[src/rtl/nibble_serial_subtractor16_if.sv]
// nibble_serial_subtractor16_if: operand/result handshake bundle (master drives in_valid,a,b,bin,out_ready; slave drives in_ready,out_valid,diff,bout,ovf)
interface nibble_serial_subtractor16_if;
  logic        in_valid;
  logic        in_ready;
  logic [15:0] a;
  logic [15:0] b;
  logic        bin;
  logic        out_valid;
  logic        out_ready;
  logic [15:0] diff;
  logic        bout;
  logic        ovf;
  modport master (output in_valid, a, b, bin, out_ready, input in_ready, out_valid, diff, bout, ovf);
  modport slave  (input in_valid, a, b, bin, out_ready, output in_ready, out_valid, diff, bout, ovf);
endinterface

[src/rtl/nibble_serial_subtractor16.sv]
// nibble_serial_subtractor16: 16-bit a-b-bin, one 4-bit lookahead slice per cycle; ports clk, rst (sync active-high), bus (slave handshake bundle)
module nibble_serial_subtractor16 (
  input logic                          clk,
  input logic                          rst,
  nibble_serial_subtractor16_if.slave  bus
);
  typedef enum logic [1:0] {IDLE, CALC, DONE} state_t;
  state_t      state_q, state_d;
  logic [1:0]  idx_q;
  logic        brw_q;
  logic [15:0] a_q, b_q, diff_q;
  logic        bout_q, ovf_q;
  logic [3:0]  an, bn, g, p, lb, nd;
  // lb[i] is the borrow out of bit i, each term flattened so the slice has no ripple
  always_comb begin
    an = a_q[{idx_q, 2'b00} +: 4];
    bn = b_q[{idx_q, 2'b00} +: 4];
    g  = ~an & bn;
    p  = ~(an ^ bn);
    lb[0] = g[0] | p[0] & brw_q;
    lb[1] = g[1] | p[1] & g[0] | (&p[1:0]) & brw_q;
    lb[2] = g[2] | p[2] & g[1] | (&p[2:1]) & g[0] | (&p[2:0]) & brw_q;
    lb[3] = g[3] | p[3] & g[2] | (&p[3:2]) & g[1] | (&p[3:1]) & g[0] | (&p) & brw_q;
    nd = an ^ bn ^ {lb[2:0], brw_q};
  end
  always_comb begin
    state_d = state_q == IDLE ? (bus.in_valid ? CALC : IDLE) :
              state_q == CALC ? (idx_q == 2'd3 ? DONE : CALC) :
              (bus.out_ready ? IDLE : DONE);
  end
  // bin is loaded into the running borrow so nibble 0 sees it as its slice borrow-in
  always_ff @(posedge clk) begin
    if (rst) begin
      state_q <= IDLE;
      idx_q   <= 2'd0;
      brw_q   <= 1'b0;
      diff_q  <= 16'd0;
      bout_q  <= 1'b0;
      ovf_q   <= 1'b0;
    end else begin
      state_q <= state_d;
      if (state_q == IDLE && bus.in_valid) begin
        a_q   <= bus.a;
        b_q   <= bus.b;
        brw_q <= bus.bin;
        idx_q <= 2'd0;
      end
      if (state_q == CALC) begin
        diff_q[{idx_q, 2'b00} +: 4] <= nd;
        brw_q <= lb[3];
        idx_q <= idx_q + 2'd1;
        if (idx_q == 2'd3) begin
          bout_q <= lb[3];
          ovf_q  <= (a_q[15] ^ b_q[15]) & (a_q[15] ^ nd[3]);
        end
      end
    end
  end
  assign bus.in_ready  = state_q == IDLE && !rst;
  assign bus.out_valid = state_q == DONE && !rst;
  assign bus.diff      = diff_q;
  assign bus.bout      = bout_q;
  assign bus.ovf       = ovf_q;
endmodule

[src/flat_wrapper.sv]
// flat-port wrapper written by rule: the top's interface ports become plain ports
module nibble_serial_subtractor16_flat 
  (clk, rst, bus_in_valid, bus_a, bus_b, bus_bin, bus_out_ready, bus_in_ready, bus_out_valid, bus_diff, bus_bout, bus_ovf);
  nibble_serial_subtractor16_if bus_i ();
  input logic clk;
  input logic rst;
  input wire logic [$bits(bus_i.in_valid)-1:0] bus_in_valid;
  input wire logic [$bits(bus_i.a)-1:0] bus_a;
  input wire logic [$bits(bus_i.b)-1:0] bus_b;
  input wire logic [$bits(bus_i.bin)-1:0] bus_bin;
  input wire logic [$bits(bus_i.out_ready)-1:0] bus_out_ready;
  output wire logic [$bits(bus_i.in_ready)-1:0] bus_in_ready;
  output wire logic [$bits(bus_i.out_valid)-1:0] bus_out_valid;
  output wire logic [$bits(bus_i.diff)-1:0] bus_diff;
  output wire logic [$bits(bus_i.bout)-1:0] bus_bout;
  output wire logic [$bits(bus_i.ovf)-1:0] bus_ovf;
  assign bus_i.in_valid = bus_in_valid;
  assign bus_i.a = bus_a;
  assign bus_i.b = bus_b;
  assign bus_i.bin = bus_bin;
  assign bus_i.out_ready = bus_out_ready;
  assign bus_in_ready = bus_i.in_ready;
  assign bus_out_valid = bus_i.out_valid;
  assign bus_diff = bus_i.diff;
  assign bus_bout = bus_i.bout;
  assign bus_ovf = bus_i.ovf;
  nibble_serial_subtractor16 u_core (.clk(clk), .rst(rst), .bus(bus_i));
endmodule
[config.mk]
export PLATFORM = sky130hd
export DESIGN_NAME = nibble_serial_subtractor16_flat
export DESIGN_NICKNAME = d
export VERILOG_FILES = /design/src/rtl/nibble_serial_subtractor16_if.sv /design/src/rtl/nibble_serial_subtractor16.sv /design/src/flat_wrapper.sv
export SDC_FILE = /design/constraint.sdc
export NUM_CORES = 1
export LEC_CHECK = 0
export BUFFER_PORTS_ARGS = -buffer_cell sky130_fd_sc_hd__buf_2
export CELL_PAD_IN_SITES_DETAIL_PLACEMENT = 1
export CELL_PAD_IN_SITES_GLOBAL_PLACEMENT = 1
export CORE_MARGIN = 2
export CORE_UTILIZATION = 30
export DETAILED_ROUTE_END_ITERATION = 10
export MAX_ROUTING_LAYER = met4
export PLACE_DENSITY_LB_ADDON = 0.2
export SYNTH_ARGS = -nofsm -noshare
export SYNTH_HDL_FRONTEND = slang
export SYNTH_SLANG_ARGS = --single-unit
[constraint.sdc]
create_clock -name clk -period 2.8 [get_ports clk]
set_input_delay 0.56 -clock clk [delete_from_list [all_inputs] [get_ports clk]]
set_output_delay 0.56 -clock clk [all_outputs]
set_load 0.01 [all_outputs]
==> summary.md <==
| Metric | Value |
|---|---|
| Post-layout util | `37.4%` |
| Mapped Avg Cell Area | `13.0 um2` |
| Hold Buf Count CTS | `0` |
| Y dimension of the die | `92.3 um` |
| Reg area | `1420 um2` |
| Share of the yosys chip area belonging to registers | `60.7%` |
| Initial core utilization | `30.6%` |
| Type of the worst setup path | `flop to flop` |
| Outcome | `finished, final reports clean` |
| Total negative slack | `0 ns` |
| Clk pin slew, worst setup/hold paths | `0.10 ns` |
| Diodes inserted | `0` |
| Area Overhead vs Synth | `22.0%` |
| Final Slew Violations | `0` |
| Overall routed net length | `5.01 mm` |
| Crit end category | `flop` |
| Area contributors post-synth | `edfxtp_1, dfxtp_1, mux4_2, ha_1, a21oi_1` |
| Standard-cell rows | `32` |
| Final RePlAce weighted congestion | `0.750` |
| Global router's overall resource usage | `13.3%` |
| Layout filler cell count | `860` |
| Critical-path maximum fanout | `8` |
| Post-route DRC | `0` |
| Clock tree from TritonCTS | `built` |
| Global-route congestion overflow total | `0` |
| Sort of element at the start of the critical path | `flop` |
| Synth Instances | `180` |
| Total of cells resized after clock tree synthesis | `0` |
| Setup violators final | `0` |
| Final clock period utilization by the worst path | `91.1%` |
| Class of the most critical hold timing path | `primary input to flop` |
| Net count, final | `290` |
| Clock network latency to the later pin of the worst-skew pair | `0.30 ns` |
| Number of flops mapped to enable cells by yosys | `32` |
| Clock tree buffer depth | `2` |
| Number of maximum-capacitance constraint violations | `0` |
| Achievable Freq | `392 MHz` |
| Inserted Clock Buffers | `5` |
| Prevailing post-synth register cell | `edfxtp_1` |
| Number of antenna violations at the first check in global routing | `0` |
| Unrepaired setup endpoints after global routing | `false` |
| Power per Cell Area | `549 nW/um2` |
| Number of DRC markers in iteration 0 | `53` |
| Setup bufs post-CTS | `0` |
| Leak pwr | `0.00113 uW` |
| Number of endpoints with negative hold slack in the final report | `0` |
| Clock net sink count | `55` |
| Antenna-violating nets left | `0` |
| Ratio of cells with drive above 1 in the final layout | `33.7%` |
| Routed length per placed instance | `14.5 um` |
| Data arrival time at the worst-slack endpoint | `2.77 ns` |
| Total vias in the final route | `1613` |
| Root buf cell | `clkbuf_8` |
| Required time of the critical path | `3.02 ns` |
| Number of distinct standard cells referenced by the synthesized netlist | `35` |
| Pin count of the biggest net entering global routing | `33` |
| Placeable core area | `7650 um2` |
| Final Critical Period | `2.55 ns` |
| H-Tree Depth | `2` |
| First drt pass iteration count | `4` |
| Worst-Margin Slew | `0.676 ns` |
| Most common cell in the netlist | `edfxtp_1` |
| Post-route worst hold slack | `0.423 ns` |
| # port buffers | `56` |
| X dimension of the die | `92.3 um` |
| Area enclosed by the die boundary | `8530 um2` |
| First-pass GRT wire length | `8.69 mm` |
| Worst slew margin relative to its limit | `54.9%` |
| Placed instance count | `337` |
| FF+latch count, synth | `55` |
| Nets in the synthesized netlist | `228` |
| Area taken by multi-input logic gates | `847 um2` |
| Number of warnings issued by yosys | `0` |
| Vias in the first global route | `1756` |
| Post-Syn Area | `2340 um2` |
| Placed wire-length estimate | `3.84 mm` |
| Proportion of synthesized flip-flops having asynchronous set or reset | `0%` |
| Final Skew | `0.00678 ns` |
| I/O pin count | `57` |
| Finished Layout Cells | `345` |
| Synth top cells by count | `edfxtp_1, dfxtp_1, nor2_1` |
| Top cell type's share of synthesized area | `41.0%` |
| Drt via density | `4.68` |
| Dominant cell type by area after synthesis | `edfxtp_1` |
| Peak supply drop | `0.000220 V` |
cell type report:
type | instances | share of cell area, %
clock buffer | 6 | 2.54
clock inverter | 2 | 0.569
inverter | 9 | 1.18
multi-input combinational | 108 | 29.7
sequential | 55 | 49.8
tap | 102 | 4.47
timing repair buffer | 63 | 11.8
cell families after synthesis:
logic type | after synthesis | synth area share [%]
AO/OA/AOI/OAI | 40 | 11.0
adder cells (fa/ha/maj) | 11 | 6.20
AND/OR/NAND/NOR | 47 | 10.5
XOR/XNOR | 1 | 0.374
buffers and inverters | 17 | 3.10
flip-flops | 55 | 60.7
multiplexers | 9 | 8.12
worst max-delay path, stage by stage, from the launching register on:
cell,delay [ns]
dfxtp_2,0.38
mux4_2,0.51
inv_1,0.12
ha_1,0.26
a21o_1,0.21
and4_4,0.23
or4_1,0.52
a311oi_1,0.24
flip-flops by register name (all words and copies together), names as in the netlist:
name,flops
u_core.a_q,16
u_core.b_q,16
u_core.brw_q,1
u_core.bus.bout,1
u_core.bus.diff,16
u_core.bus.ovf,1
u_core.idx_q,2
u_core.state_q,2
cells in the final DEF, fill, tap and decap left out, types with 2 or more instances in the layout:
cell type / Yosys / final
buf_2: 1 / 56
edfxtp_1: 32 / 32
dfxtp_1: 23 / 22
nor2_1: 16 / 16
a21oi_1: 14 / 14
nand2_1: 14 / 14
ha_1: 10 / 10
inv_1: 9 / 9
mux4_2: 8 / 8
a22oi_1: 8 / 8
buf_4: 0 / 6
o21ai_0: 5 / 5
o31ai_1: 5 / 5
clkbuf_8: 0 / 5
a211oi_1: 3 / 3
nor3_1: 2 / 2
and2_1: 2 / 2
nor3b_1: 2 / 2
nor2b_1: 2 / 2
and4_1: 2 / 2
power breakdown:
part / switching, uW / internal, uW / leakage [uW]
sequential: 15.2 / 888 / 0.000483
clock: 260 / 180 / 0.0000418
combinational: 126 / 99.8 / 0.000607
total: 402 / 1170 / 0.00113
final timing paths:
kind | startpoint | slack (ns) | cells after the start | end
max | u_core.idx_q[0] | 0.25 | 7 | u_core.bus.ovf
min | bus_b[14] | 0.42 | 1 | u_core.b_q[14]
max reg2reg | u_core.idx_q[0] | 0.25 | 7 | u_core.bus.ovf
min reg2reg | u_core.bus.diff[14] | 0.46 | 2 | u_core.bus.diff[14]
per-layer routing:
| layer | global-route usage [%] | up-vias | wire (um) |
|---|---|---|---|
| li1 | - | 791 | - |
| met1 | 16.1 | 782 | 2180 |
| met2 | 22.8 | 38 | 2610 |
| met3 | 3.17 | 2 | 211 |
| met4 | 2.99 | 0 | 13 |
| met5 | - | - | 0 |
per-stage QoR:
step / total power [uW] / instance area [um2] / worst slack, ns
floorplan: 1060 / 2350 / 0.00972
global placement: 1150 / 2760 / 0.210
detailed placement: 1150 / 2760 / 0.163
CTS: 1600 / 2850 / 0.130
global route: 1670 / 2860 / 0.0155
finish: 1570 / 2860 / 0.250
No activity file was read; power rests on OpenSTA's default activity.
